## config.mk

```make
export PLATFORM = sky130hd
export DESIGN_NAME = mmio_initiator
export DESIGN_NICKNAME = d
export VERILOG_FILES = /design/src/rtl/mmio_initiator.sv
export SDC_FILE = /design/constraint.sdc
export NUM_CORES = 1
export LEC_CHECK = 0
export ABC_AREA = 1
export CORE_AREA = 2 2 171 173
export DETAILED_ROUTE_END_ITERATION = 8
export DIE_AREA = 0 0 173 175
export PLACE_DENSITY = 0.68
export SLEW_MARGIN = 25
export SYNTH_ARGS = -nofsm -noshare
export SYNTH_HDL_FRONTEND = slang
export SYNTH_SLANG_ARGS = --single-unit
export TNS_END_PERCENT = 20
```

## constraint.sdc

```tcl
create_clock -name clk -period 2.5 [get_ports clk]
set_input_delay 0.5 -clock clk [delete_from_list [all_inputs] [get_ports clk]]
set_output_delay 0.5 -clock clk [all_outputs]
set_load 0.005 [all_outputs]
```

## src/rtl/mmio_initiator.sv

```systemverilog
// Single-outstanding MMIO command initiator: issues write/read strobes to a responder,
// tracks read responses by transaction ID with a timeout, and counts dropped responses.
module mmio_initiator #(
    parameter int unsigned TIMEOUT_CYCLES = 64,
    parameter int unsigned TID_W          = 9
) (
    input  logic             clk,
    input  logic             rst_n,
    input  logic             cmd_valid,
    output logic             cmd_ready,
    input  logic             cmd_wr,
    input  logic [15:0]      cmd_addr,
    input  logic [63:0]      cmd_wdata,
    output logic             mmio_wr_valid,
    output logic             mmio_rd_valid,
    output logic [15:0]      mmio_addr,
    output logic [TID_W-1:0] mmio_tid,
    output logic [63:0]      mmio_wdata,
    input  logic             rsp_valid,
    input  logic [TID_W-1:0] rsp_tid,
    input  logic [63:0]      rsp_data,
    output logic             res_valid,
    input  logic             res_ready,
    output logic [63:0]      res_data,
    output logic             res_err,
    output logic [7:0]       stale_cnt
);

    typedef enum logic [1:0] {
        S_IDLE,
        S_ISSUE,
        S_WAIT_RSP,
        S_RESULT
    } state_t;

    // Leaving on this count makes res_valid rise TIMEOUT_CYCLES edges after the read strobe.
    localparam logic [15:0] LP_WAIT_END = 16'(TIMEOUT_CYCLES - 2);

    state_t             r_state;
    logic [TID_W-1:0]   r_tid;
    logic [15:0]        r_wait;
    logic               r_cmd_ready;
    logic               r_wr_valid;
    logic               r_rd_valid;
    logic [15:0]        r_addr;
    logic [TID_W-1:0]   r_mmio_tid;
    logic [63:0]        r_wdata;
    logic               r_res_valid;
    logic [63:0]        r_res_data;
    logic               r_res_err;
    logic [7:0]         r_stale;

    state_t             w_state_nxt;
    logic [TID_W-1:0]   w_tid_nxt;
    logic [15:0]        w_wait_nxt;
    logic               w_wr_valid_nxt;
    logic               w_rd_valid_nxt;
    logic [15:0]        w_addr_nxt;
    logic [TID_W-1:0]   w_mmio_tid_nxt;
    logic [63:0]        w_wdata_nxt;
    logic               w_res_valid_nxt;
    logic [63:0]        w_res_data_nxt;
    logic               w_res_err_nxt;
    logic [7:0]         w_stale_nxt;
    logic               w_rsp_match;

    always_comb begin
        w_state_nxt     = r_state;
        w_tid_nxt       = r_tid;
        w_wait_nxt      = r_wait;
        w_wr_valid_nxt  = 1'b0;
        w_rd_valid_nxt  = 1'b0;
        w_addr_nxt      = r_addr;
        w_mmio_tid_nxt  = r_mmio_tid;
        w_wdata_nxt     = r_wdata;
        w_res_valid_nxt = r_res_valid;
        w_res_data_nxt  = r_res_data;
        w_res_err_nxt   = r_res_err;
        w_stale_nxt     = r_stale;

        w_rsp_match = (r_state == S_WAIT_RSP) && rsp_valid && (rsp_tid == r_mmio_tid);
        if (rsp_valid && !w_rsp_match && (r_stale != 8'hFF)) begin
            w_stale_nxt = r_stale + 8'd1;
        end

        case (r_state)
            S_IDLE: begin
                if (cmd_valid && r_cmd_ready) begin
                    if (cmd_addr[0]) begin
                        w_state_nxt     = S_RESULT;
                        w_res_valid_nxt = 1'b1;
                        w_res_data_nxt  = '0;
                        w_res_err_nxt   = 1'b1;
                    end else begin
                        w_state_nxt    = S_ISSUE;
                        w_addr_nxt     = cmd_addr;
                        w_wdata_nxt    = cmd_wdata;
                        w_mmio_tid_nxt = r_tid;
                        if (cmd_wr) begin
                            w_wr_valid_nxt = 1'b1;
                        end else begin
                            w_rd_valid_nxt = 1'b1;
                            w_tid_nxt      = r_tid + TID_W'(1);
                        end
                    end
                end
            end
            S_ISSUE: begin
                w_wait_nxt  = '0;
                w_state_nxt = r_wr_valid ? S_IDLE : S_WAIT_RSP;
            end
            S_WAIT_RSP: begin
                // A matching response beats a timeout landing in the same cycle.
                if (w_rsp_match) begin
                    w_state_nxt     = S_RESULT;
                    w_res_valid_nxt = 1'b1;
                    w_res_data_nxt  = rsp_data;
                    w_res_err_nxt   = 1'b0;
                end else if (r_wait == LP_WAIT_END) begin
                    w_state_nxt     = S_RESULT;
                    w_res_valid_nxt = 1'b1;
                    w_res_data_nxt  = '0;
                    w_res_err_nxt   = 1'b1;
                end else begin
                    w_wait_nxt = r_wait + 16'd1;
                end
            end
            S_RESULT: begin
                if (res_ready) begin
                    w_state_nxt     = S_IDLE;
                    w_res_valid_nxt = 1'b0;
                end
            end
            default: w_state_nxt = S_IDLE;
        endcase
    end

    always_ff @(posedge clk) begin
        if (!rst_n) begin
            r_state     <= S_IDLE;
            r_tid       <= '0;
            r_wait      <= '0;
            r_cmd_ready <= 1'b0;
            r_wr_valid  <= 1'b0;
            r_rd_valid  <= 1'b0;
            r_addr      <= '0;
            r_mmio_tid  <= '0;
            r_wdata     <= '0;
            r_res_valid <= 1'b0;
            r_res_data  <= '0;
            r_res_err   <= 1'b0;
            r_stale     <= '0;
        end else begin
            r_state     <= w_state_nxt;
            r_tid       <= w_tid_nxt;
            r_wait      <= w_wait_nxt;
            r_cmd_ready <= (w_state_nxt == S_IDLE);
            r_wr_valid  <= w_wr_valid_nxt;
            r_rd_valid  <= w_rd_valid_nxt;
            r_addr      <= w_addr_nxt;
            r_mmio_tid  <= w_mmio_tid_nxt;
            r_wdata     <= w_wdata_nxt;
            r_res_valid <= w_res_valid_nxt;
            r_res_data  <= w_res_data_nxt;
            r_res_err   <= w_res_err_nxt;
            r_stale     <= w_stale_nxt;
        end
    end

    assign cmd_ready     = r_cmd_ready;
    assign mmio_wr_valid = r_wr_valid;
    assign mmio_rd_valid = r_rd_valid;
    assign mmio_addr     = r_addr;
    assign mmio_tid      = r_mmio_tid;
    assign mmio_wdata    = r_wdata;
    assign res_valid     = r_res_valid;
    assign res_data      = r_res_data;
    assign res_err       = r_res_err;
    assign stale_cnt     = r_stale;

endmodule

```

==> results of run 1 <==
## metal layers
metal	up-vias	wire (um)
li1	4038	-
met5	-	0
met2	242	12000
met4	0	481
met1	3662	10300
met3	28	2050
## Yosys cell counts
master / instances
sky130_fd_sc_hd__nor2_1: 218
sky130_fd_sc_hd__dfxtp_1: 192
sky130_fd_sc_hd__nand2_1: 130
sky130_fd_sc_hd__nand2_2: 114
sky130_fd_sc_hd__o21ai_0: 100
sky130_fd_sc_hd__a21oi_2: 60
sky130_fd_sc_hd__inv_1: 50
sky130_fd_sc_hd__a21oi_1: 45
sky130_fd_sc_hd__clkbuf_1: 37
sky130_fd_sc_hd__nand3_1: 33
sky130_fd_sc_hd__inv_2: 10
sky130_fd_sc_hd__ha_1: 9
sky130_fd_sc_hd__nand4_1: 7
sky130_fd_sc_hd__xnor2_1: 7
sky130_fd_sc_hd__xor2_1: 7
sky130_fd_sc_hd__buf_12: 6
sky130_fd_sc_hd__buf_6: 6
sky130_fd_sc_hd__nor2_4: 5
sky130_fd_sc_hd__nor2_2: 4
sky130_fd_sc_hd__nor3_1: 4
sky130_fd_sc_hd__buf_1: 3
sky130_fd_sc_hd__o21bai_1: 3
sky130_fd_sc_hd__and2_1: 2
sky130_fd_sc_hd__buf_2: 2
sky130_fd_sc_hd__buf_4: 2
sky130_fd_sc_hd__nand2_4: 2
sky130_fd_sc_hd__nand3_2: 2
sky130_fd_sc_hd__nor3b_1: 2
sky130_fd_sc_hd__clkinv_1: 1
sky130_fd_sc_hd__conb_1: 1
sky130_fd_sc_hd__nand3b_1: 1
sky130_fd_sc_hd__nand4_2: 1
sky130_fd_sc_hd__nor2_8: 1
sky130_fd_sc_hd__nor3_2: 1
sky130_fd_sc_hd__o21a_1: 1
sky130_fd_sc_hd__o21ai_1: 1
sky130_fd_sc_hd__o41ai_1: 1
## logic make-up (layout without fill, tap and decap cells)
logic type,Yosys count,count (layout),share of synthesized area
buffers and inverters,117,442,0.0703
adder cells (fa/ha/maj),9,9,0.0134
AO/OA/AOI/OAI,211,211,0.154
XOR/XNOR,14,14,0.0146
AND/OR/NAND/NOR,527,527,0.291
flip-flops,192,192,0.457
other,1,1,0.000445
## cells in the final DEF, fill, tap and decap left out, types with 3 or more instances in the layout
| master | count |
|---|---|
| sky130_fd_sc_hd__nand4_1 | 7 |
| sky130_fd_sc_hd__inv_2 | 9 |
| sky130_fd_sc_hd__nor2_1 | 218 |
| sky130_fd_sc_hd__nand2_1 | 130 |
| sky130_fd_sc_hd__nand2_4 | 3 |
| sky130_fd_sc_hd__o21ai_0 | 100 |
| sky130_fd_sc_hd__nor2_2 | 4 |
| sky130_fd_sc_hd__nor2_4 | 5 |
| sky130_fd_sc_hd__dfxtp_1 | 192 |
| sky130_fd_sc_hd__clkbuf_16 | 17 |
| sky130_fd_sc_hd__ha_1 | 9 |
| sky130_fd_sc_hd__clkinv_8 | 3 |
| sky130_fd_sc_hd__buf_4 | 18 |
| sky130_fd_sc_hd__nor3_1 | 4 |
| sky130_fd_sc_hd__inv_1 | 50 |
| sky130_fd_sc_hd__buf_12 | 8 |
| sky130_fd_sc_hd__inv_6 | 5 |
| sky130_fd_sc_hd__clkdlybuf4s50_1 | 322 |
| sky130_fd_sc_hd__xor2_1 | 7 |
| sky130_fd_sc_hd__xnor2_1 | 7 |
| sky130_fd_sc_hd__o21bai_1 | 3 |
| sky130_fd_sc_hd__a21oi_1 | 45 |
| sky130_fd_sc_hd__nand3_1 | 33 |
| sky130_fd_sc_hd__a21oi_2 | 60 |
| sky130_fd_sc_hd__nand2_2 | 113 |
## registers in the layout (all words and copies together) (netlist names), 2 cells and up
name and cells:
res_data 64, r_tid 9, mmio_tid 9, mmio_addr 15, r_wait 16, stale_cnt 8, mmio_wdata 64, r_state 2
## worst register-to-register path, stage by stage, from the launching register on
cell and delay (ns):
sky130_fd_sc_hd__dfxtp_1 0.35, sky130_fd_sc_hd__inv_1 0.11, sky130_fd_sc_hd__ha_1 0.25, sky130_fd_sc_hd__inv_2 0.18, sky130_fd_sc_hd__nand2_1 0.16, sky130_fd_sc_hd__inv_2 0.05
sky130_fd_sc_hd__nor2_2 0.19, sky130_fd_sc_hd__inv_2 0.10, sky130_fd_sc_hd__nor2_8 0.24, sky130_fd_sc_hd__buf_4 0.22, sky130_fd_sc_hd__nand2_1 0.06, sky130_fd_sc_hd__a21oi_1 0.16
## worst min path at each step
stage / startpoint / to / slack, ns
CTS: res_err / res_err / 0.46
detailed placement: res_err / res_err / 0.45
finish: res_err / res_err / 0.46
global placement: res_err / res_err / 0.44
floorplan: r_tid[8] / mmio_tid[8] / 0.44
global route: res_data[13] / res_data[13] / 0.47
## area by class of cell
cell class | instances | area share
timing repair buffer | 349 | 0.278
clock inverter | 14 | 0.0134
clock buffer | 18 | 0.0346
sequential | 192 | 0.303
inverter | 61 | 0.0183
tap | 384 | 0.0379
multi-input combinational | 762 | 0.315
## report_power, final
part	total [uW]	switching, uW	internal [uW]
registers	3440	140	3300
logic	2410	1340	1070
clock network	2810	1350	1460
## through the flow
stage	hold slack [ns]	power [uW]	instances
after global placement	0.442	5900	1748
after CTS	0.459	8770	1780
after global routing	0.473	9110	1780
after detailed placement	0.446	5920	1748
final	0.455	8650	1780
after floorplan	0.445	4830	1071
==> flow_results.org, run 1 <==
** Floorplan
- Floorplan die height :: 175 um
- Floorplan Core Area :: approximately 0.028 mm2
- Effective utilization at floorplan :: 0.297
- Row generation in the floorplan step produced slightly above 60 rows.
- Horizontal die dimension :: around 170 um
- about 330 I/O pins were placed.
- Floorplan die area :: between 0.03 and 0.04 mm2

** Worst hold path
- Hold Path Depth :: 2
- Worst hold path class :: reg -> reg

** Power and ir drop
- Pwr/cell area :: approximately 680 mW/mm2
- Static leakage :: approximately 0.0047 uW
- Worst vdd ir :: around 0.34 mV

** Synth
- Number of storage elements in the synthesis netlist :: roughly 190
- Synthesis produced a netlist with a net count of 1,239.
- Fraction of the yosys area taken by sequential cells :: 0.457
- The mapped netlist covers ~0.0084 mm2.
- The share of synthesized area in the top cell type comes to 0.457.
- Averaged over all synthesized cells, the footprint is 7.86 um2.
- Number of distinct library cells after synthesis :: 37
- Cell count after synthesis :: approximately 1,100
- Biggest area contributors in the synthesized netlist :: sky130_fd_sc_hd__dfxtp_1 (46%), sky130_fd_sc_hd__nor2_1 (9.7%), sky130_fd_sc_hd__nand2_2 (8.5%), sky130_fd_sc_hd__a21oi_2 (6.2%), sky130_fd_sc_hd__o21ai_0 (5.9%)
- Yosys printed 0 warnings.
- Post-synth top area cell :: sky130_fd_sc_hd__dfxtp_1

** GRT
- For this run, global-route usage on met1 was measured as 0.186.
- In the global route stage, met3 resource usage came out at 0.0633.
- For this run, global-route usage on met2 was measured as 0.280.
- Most heavily used metal layer in global routing :: met2
- Global routing finished with a remaining overflow of 0.
- First-pass GRT wire length :: ~40,000 um
- Largest net degree at the start of global routing :: 74
- Via count of the first global-routing pass :: roughly 8,000
- In the global route stage, overall resource usage came out at 0.163.
- The number of antenna violations at the first check in global routing came to 0.

** Drt
- Average wire per standard cell :: approximately 14 um
- After the first detailed-routing iteration, the DRC count stood at just under 300.
- Dividing the detail-routed via count by the number of cells gives about 4.5.
- Remaining routing DRC violations :: 0
- Post-detailed-routing wire length :: 24,900 um
- Vias after detailed routing :: approximately 8,000
- The detail route stage leaves a number of antenna-violating nets equal to 0.
- Before antenna repair, the detailed router went through 4 iterations.

** CTS
- The number of clock buffers added by TritonCTS is 17.
- Count of hold-fix buffers inserted at cts :: 0
- Clock latency on the worst-skew pair :: roughly 0.44 ns
- The H-tree was split into 4 levels.
- Number of sinks handled by clock tree synthesis :: between 150 and 200
- Once the clock tree was built, the resizer swapped 0 gates to a different size.
- Post-CTS Setup Inserts :: 0
- The tree is rooted in a sky130_fd_sc_hd__clkbuf_16.
- Clock tree from TritonCTS :: yes
- Clock-pin slew was measured on the worst setup and hold paths at 0.08 ns.
- Number of buffers on the longest clock path :: 2

** Timing
- Part of the cycle the worst path needs :: 0.859
- Final Max Slew Viols :: 0
- Largest clock skew in the final design :: roughly 0.017 ns
- Setup TNS Final :: 0 ns
- Post-layout worst setup margin :: 0.353 ns
- Period minus WS final :: about 2.1 ns
- Final hold violations :: 0
- For this run, the top clock speed supported by timing is 0.466 GHz.
- Setup violations remaining at the end of the flow were counted as 0.
- Setup repair after global routing missed its margin :: false

** Placed design
- Port buffering added ~320 buffers.
- Setup slack after placement :: 0.139 ns
- Once detailed placement completed, the half-perimeter wirelength came to about 18,000 um.
- Once placement finished, the instance area stood at approximately 0.012 mm2.
- At the end of routability-driven placement, the weighted congestion stood at roughly 0.82.

** Setup path
- For the worst setup path, the data required time is between 2 and 3 ns.
- The largest individual stage delay along the critical path comes from the cell sky130_fd_sc_hd__dfxtp_1.
- Critical Path Max Stage Delay :: roughly 0.35 ns
- Critical path's most frequent cell :: sky130_fd_sc_hd__inv_2
- CP Cell Sequence :: inv_1 > ha_1 > inv_2 > nand2_1 > inv_2 > nor2_2 > inv_2 > nor2_8 > buf_4 > nand2_1 > a21oi_1
- Flop-to-flop setup slack :: ~0.35 ns
- WS Path Type :: reg -> reg
- Worst reg2reg path endpoint :: res_data[0]
- Arrival time at the worst endpoint :: about 2.5 ns
- Worst Path Max Fanout :: 16
- Cell type group with the largest total delay on the critical path :: buffers and inverters
- In this run the number of cells on the critical path is 11.
- Critical Path Start Type :: flip-flop
- STA classifies the critical path endpoint as a flip-flop.
- The worst register-to-register path begins at r_state[0].
- The most critical setup path has its endpoint at res_data[0].
- Counting both buffers and inverters, the worst setup path holds a total of 5.
- Measured in cells, the most critical reg-to-reg path has a length of 11.
- The critical path starts at r_state[0].

** Layout
- Filler cell count in the final layout :: 2,819
- Number of nets at the end of the flow :: around 1,600
- Fraction of final layout cells with drive strength greater than 1 :: 0.186
- 0 antenna diodes ended up in the layout.
- After routing the design area is around 0.013 mm2.
- In the final layout, the multi-input gates occupy approximately 0.004 mm2.
- Utilization of the core after routing :: 0.447
- In the final layout, flip-flops and latches occupy roughly 0.0038 mm2.
- From synthesis to final layout, the design area changed by 50.6%.

** Job
- Max-cap violation count :: 0

** Status
- The run finished with clean final reports.
(Power assumes the default switching activity.)
==> run 2: changes to the inputs <==
ABC_CLOCK_PERIOD_IN_PS = 2500   (was not set)
CORE_AREA = 2 2 240 124   (was 2 2 171 173)
DIE_AREA = 0 0 242 126   (was 0 0 173 175)
==> flow_results.org, run 2 (same netlist as run 1, synthesis figures left out) <==
** Floorplan
- Floorplan die height :: ~130 um
- Placement row count :: 44
- ~330 I/O pins were placed.
- Measured along the x axis, the die boundary spans between 200 and 250 um.
- The die covers around 0.030 mm2.
- After floorplanning, the core was sized to cover ~0.028 mm2.
- The initial utilization of the core area, before any placement, comes to 0.296.

** GRT
- For this run the aggregate overflow at the end of global routing stands at 0.
- The via count of the first global-routing pass is between 7,000 and 8,000.
- Largest net degree at the start of global routing :: just over 100
- The first global-routing pass estimated between 40,000 and 50,000 um of wire.
- Across every metal layer, demand over resource in global routing totals 0.176.
- The number of antenna violations at the first check in global routing is 0.

** Drt
- After the first detailed-routing iteration, the DRC count stood at ~640.
- Average wire per standard cell :: between 15 and 20 um
- Vias after detailed routing :: between 7,000 and 8,000
- In the routed design, unresolved DRC markers number 0.
- In this run the remaining antenna-violating nets after routing total 0.
- Post-detailed-routing wire length :: between 20,000 and 30,000 um
- Via count normalized by instance count :: about 4.4
- Number of detailed-route iterations in the first pass :: 5

** Placed design
- Detailed-placement wirelength estimate :: roughly 20,000 um
- Cell count after placement :: 1,755
- The placed instances occupy a cell area of ~0.012 mm2.
- Setup slack after placement :: between 0.02 and 0.025 ns
- Placer Congestion :: 0.865
- During placement, the flow inserted port buffers numbering 323.

** Worst hold path
- The startpoint identified for the worst hold timing path is res_data[7].
- Worst hold path class :: reg -> reg
- The worst hold path was traced through 2 stages.
- The worst hold path terminates at res_data[7].

** Setup path
- Counting cells, the worst reg-to-reg path comes to 11.
- The worst setup path is of the reg -> reg kind.
- Worst reg2reg path endpoint :: r_wait[3]
- Kind of capture point of the worst setup path :: flip-flop
- Arrival time at the worst endpoint :: 2.54 ns
- The largest single stage delay on the critical path is about 0.59 ns.
- CP Cell Sequence :: inv_1 > ha_1 > nand2_2 > inv_2 > nand2_1 > nor2_1 > nand3_1 > nor2_1 > nor2_2 > nand3_1 > a21oi_1
- Cell type group with the largest total delay on the critical path :: simple AND/OR/NAND/NOR gates
- The worst setup path is launched from a flip-flop.
- R2r startpoint :: r_state[0]
- Along the worst path, the maximum fanout reaches 16.
- Critical path data required time :: 2.86 ns
- The worst register-to-register path has a setup slack of 0.32 ns.
- Cell at the slowest stage of the critical path :: sky130_fd_sc_hd__nor2_2
- Worst path bufs/invs :: 2

** CTS
- H-Tree Depth :: 4
- Number of gates resized after CTS :: 0
- Clock tree from TritonCTS :: yes
- In this run, CTS created clock tree buffers numbering 17.
- Counting every sink on the clock net gives approximately 190.
- Clock transition at the register clock pins on the worst setup and hold paths after CTS :: 0.07 ns
- CTS placed an instance of sky130_fd_sc_hd__clkbuf_16 at the clock tree root.
- Clock latency on the worst-skew pair, taken at its later pin, is 0.44 ns.
- Count of hold-fix buffers inserted at cts :: 0
- Buffers added to address setup during post-CTS repair amount to 0.
- In this run the deepest clock path goes through 2 buffers.

** Timing
- Maximum frequency from static timing analysis :: 0.458 GHz
- # setup viols final :: 0
- The worst path in the final design needs a cycle of approximately 2.2 ns, including I/O delays and setup.
- Measured against its own limit, the worst slew margin works out to 0.482.
- At the pin with the least slew margin, the transition time is 0.776 ns.
- The clock arrives with 0.0144 ns of skew.
- Once routing completed, OpenROAD measured the worst setup slack at ~0.32 ns.
- Part of the cycle the worst path needs :: 0.874
- Setup repair after global routing missed its margin :: false
- The count of final max-slew check failures came to 0.
- For the final routed database, the setup TNS stands at 0 ns.
- The final-report hold violation count was 0.

** Layout
- The count of cells in the finished layout, fillers not included, comes to around 1,800.
- Leaving out fill and tap cells, the most frequent cells in the layout are sky130_fd_sc_hd__clkdlybuf4s50_1 (322), sky130_fd_sc_hd__nor2_1 (217), sky130_fd_sc_hd__dfxtp_1 (192), sky130_fd_sc_hd__nand2_1 (130), sky130_fd_sc_hd__nand2_2 (113).
- With fillers left out, the area of the finished cells amounts to 0.0127 mm2.
- For this run, the post-layout net count is around 1,600.
- Area Growth Syn to Fin :: 50.8%
- Of the cells placed in the final design, the portion with a size suffix greater than 1 is 0.185.
- Commonest non-fill, non-tap cell in the layout :: sky130_fd_sc_hd__clkdlybuf4s50_1
- Antenna diodes :: 0

** Power and ir drop
- Static leakage :: ~0.0047 uW
- Worst vdd ir :: roughly 0.54 mV
- Power spread over the standard cell area amounts to 692 mW/mm2.

** Job
- Max-cap violation count :: 0

** Status
- Result of the run :: finished, final reports clean
-- run 2: cell count changes in the layout (fill, tap and decap cells not counted), sizes merged --
cell / before / now
clkinv: 6 / 3
bufinv: 1 / 3
clkbuf: 18 / 20
inv: 67 / 66
-- run 2: through the flow --
step                hold WS [ns]  total power (uW)  utilization
floorplan                  0.445              4830            -
global placement           0.441              5870        0.425
detailed placement         0.456              5920        0.425
CTS                        0.468              8880        0.447
global route               0.479              9240        0.447
finish                     0.465              8780        0.447
-- run 2: area by class of cell --
class | count | area [um2]
fill | 2768 | 15700
multi-input combinational | 762 | 3990
sequential | 192 | 3840
timing repair buffer | 349 | 3520
tap | 391 | 489
clock buffer | 20 | 447
inverter | 61 | 231
clock inverter | 12 | 170
-- run 2: worst reg2reg max path, cell delays in order (launching register included) --
cell	delay, ns
sky130_fd_sc_hd__dfxtp_1	0.41
sky130_fd_sc_hd__inv_1	0.11
sky130_fd_sc_hd__ha_1	0.27
sky130_fd_sc_hd__nand2_2	0.12
sky130_fd_sc_hd__inv_2	0.03
sky130_fd_sc_hd__nand2_1	0.04
sky130_fd_sc_hd__nor2_1	0.04
sky130_fd_sc_hd__nand3_1	0.08
sky130_fd_sc_hd__nor2_1	0.08
sky130_fd_sc_hd__nor2_2	0.59
sky130_fd_sc_hd__nand3_1	0.16
sky130_fd_sc_hd__a21oi_1	0.18
-- run 2: how the worst max path moves through the flow --
stage,start,cells after the start,to
2_1_floorplan,r_state[0],13,res_data[10]
3_3_place_gp,rsp_tid[8],11,r_wait[0]
3_5_place_dp,rsp_tid[1],13,res_data[13]
4_1_cts,r_state[0],14,res_data[13]
5_1_grt,r_state[1],9,r_tid[8]
6_report,r_state[0],11,r_wait[3]
-- run 2: where the power goes --
group	total (uW)	internal, uW	switching (uW)
logic	2410	1010	1400
registers	3440	3300	143
clock network	2940	1630	1300
total	8780	5940	2840
-- run 2: routing by layer --
metal | track usage | vias up | share of wire
met5 | 0 | - | 0
met4 | 0.0458 | 0 | 0.012
met3 | 0.0424 | 25 | 0.043
met2 | 0.271 | 153 | 0.45
met1 | 0.247 | 3705 | 0.50
li1 | - | 4026 | -
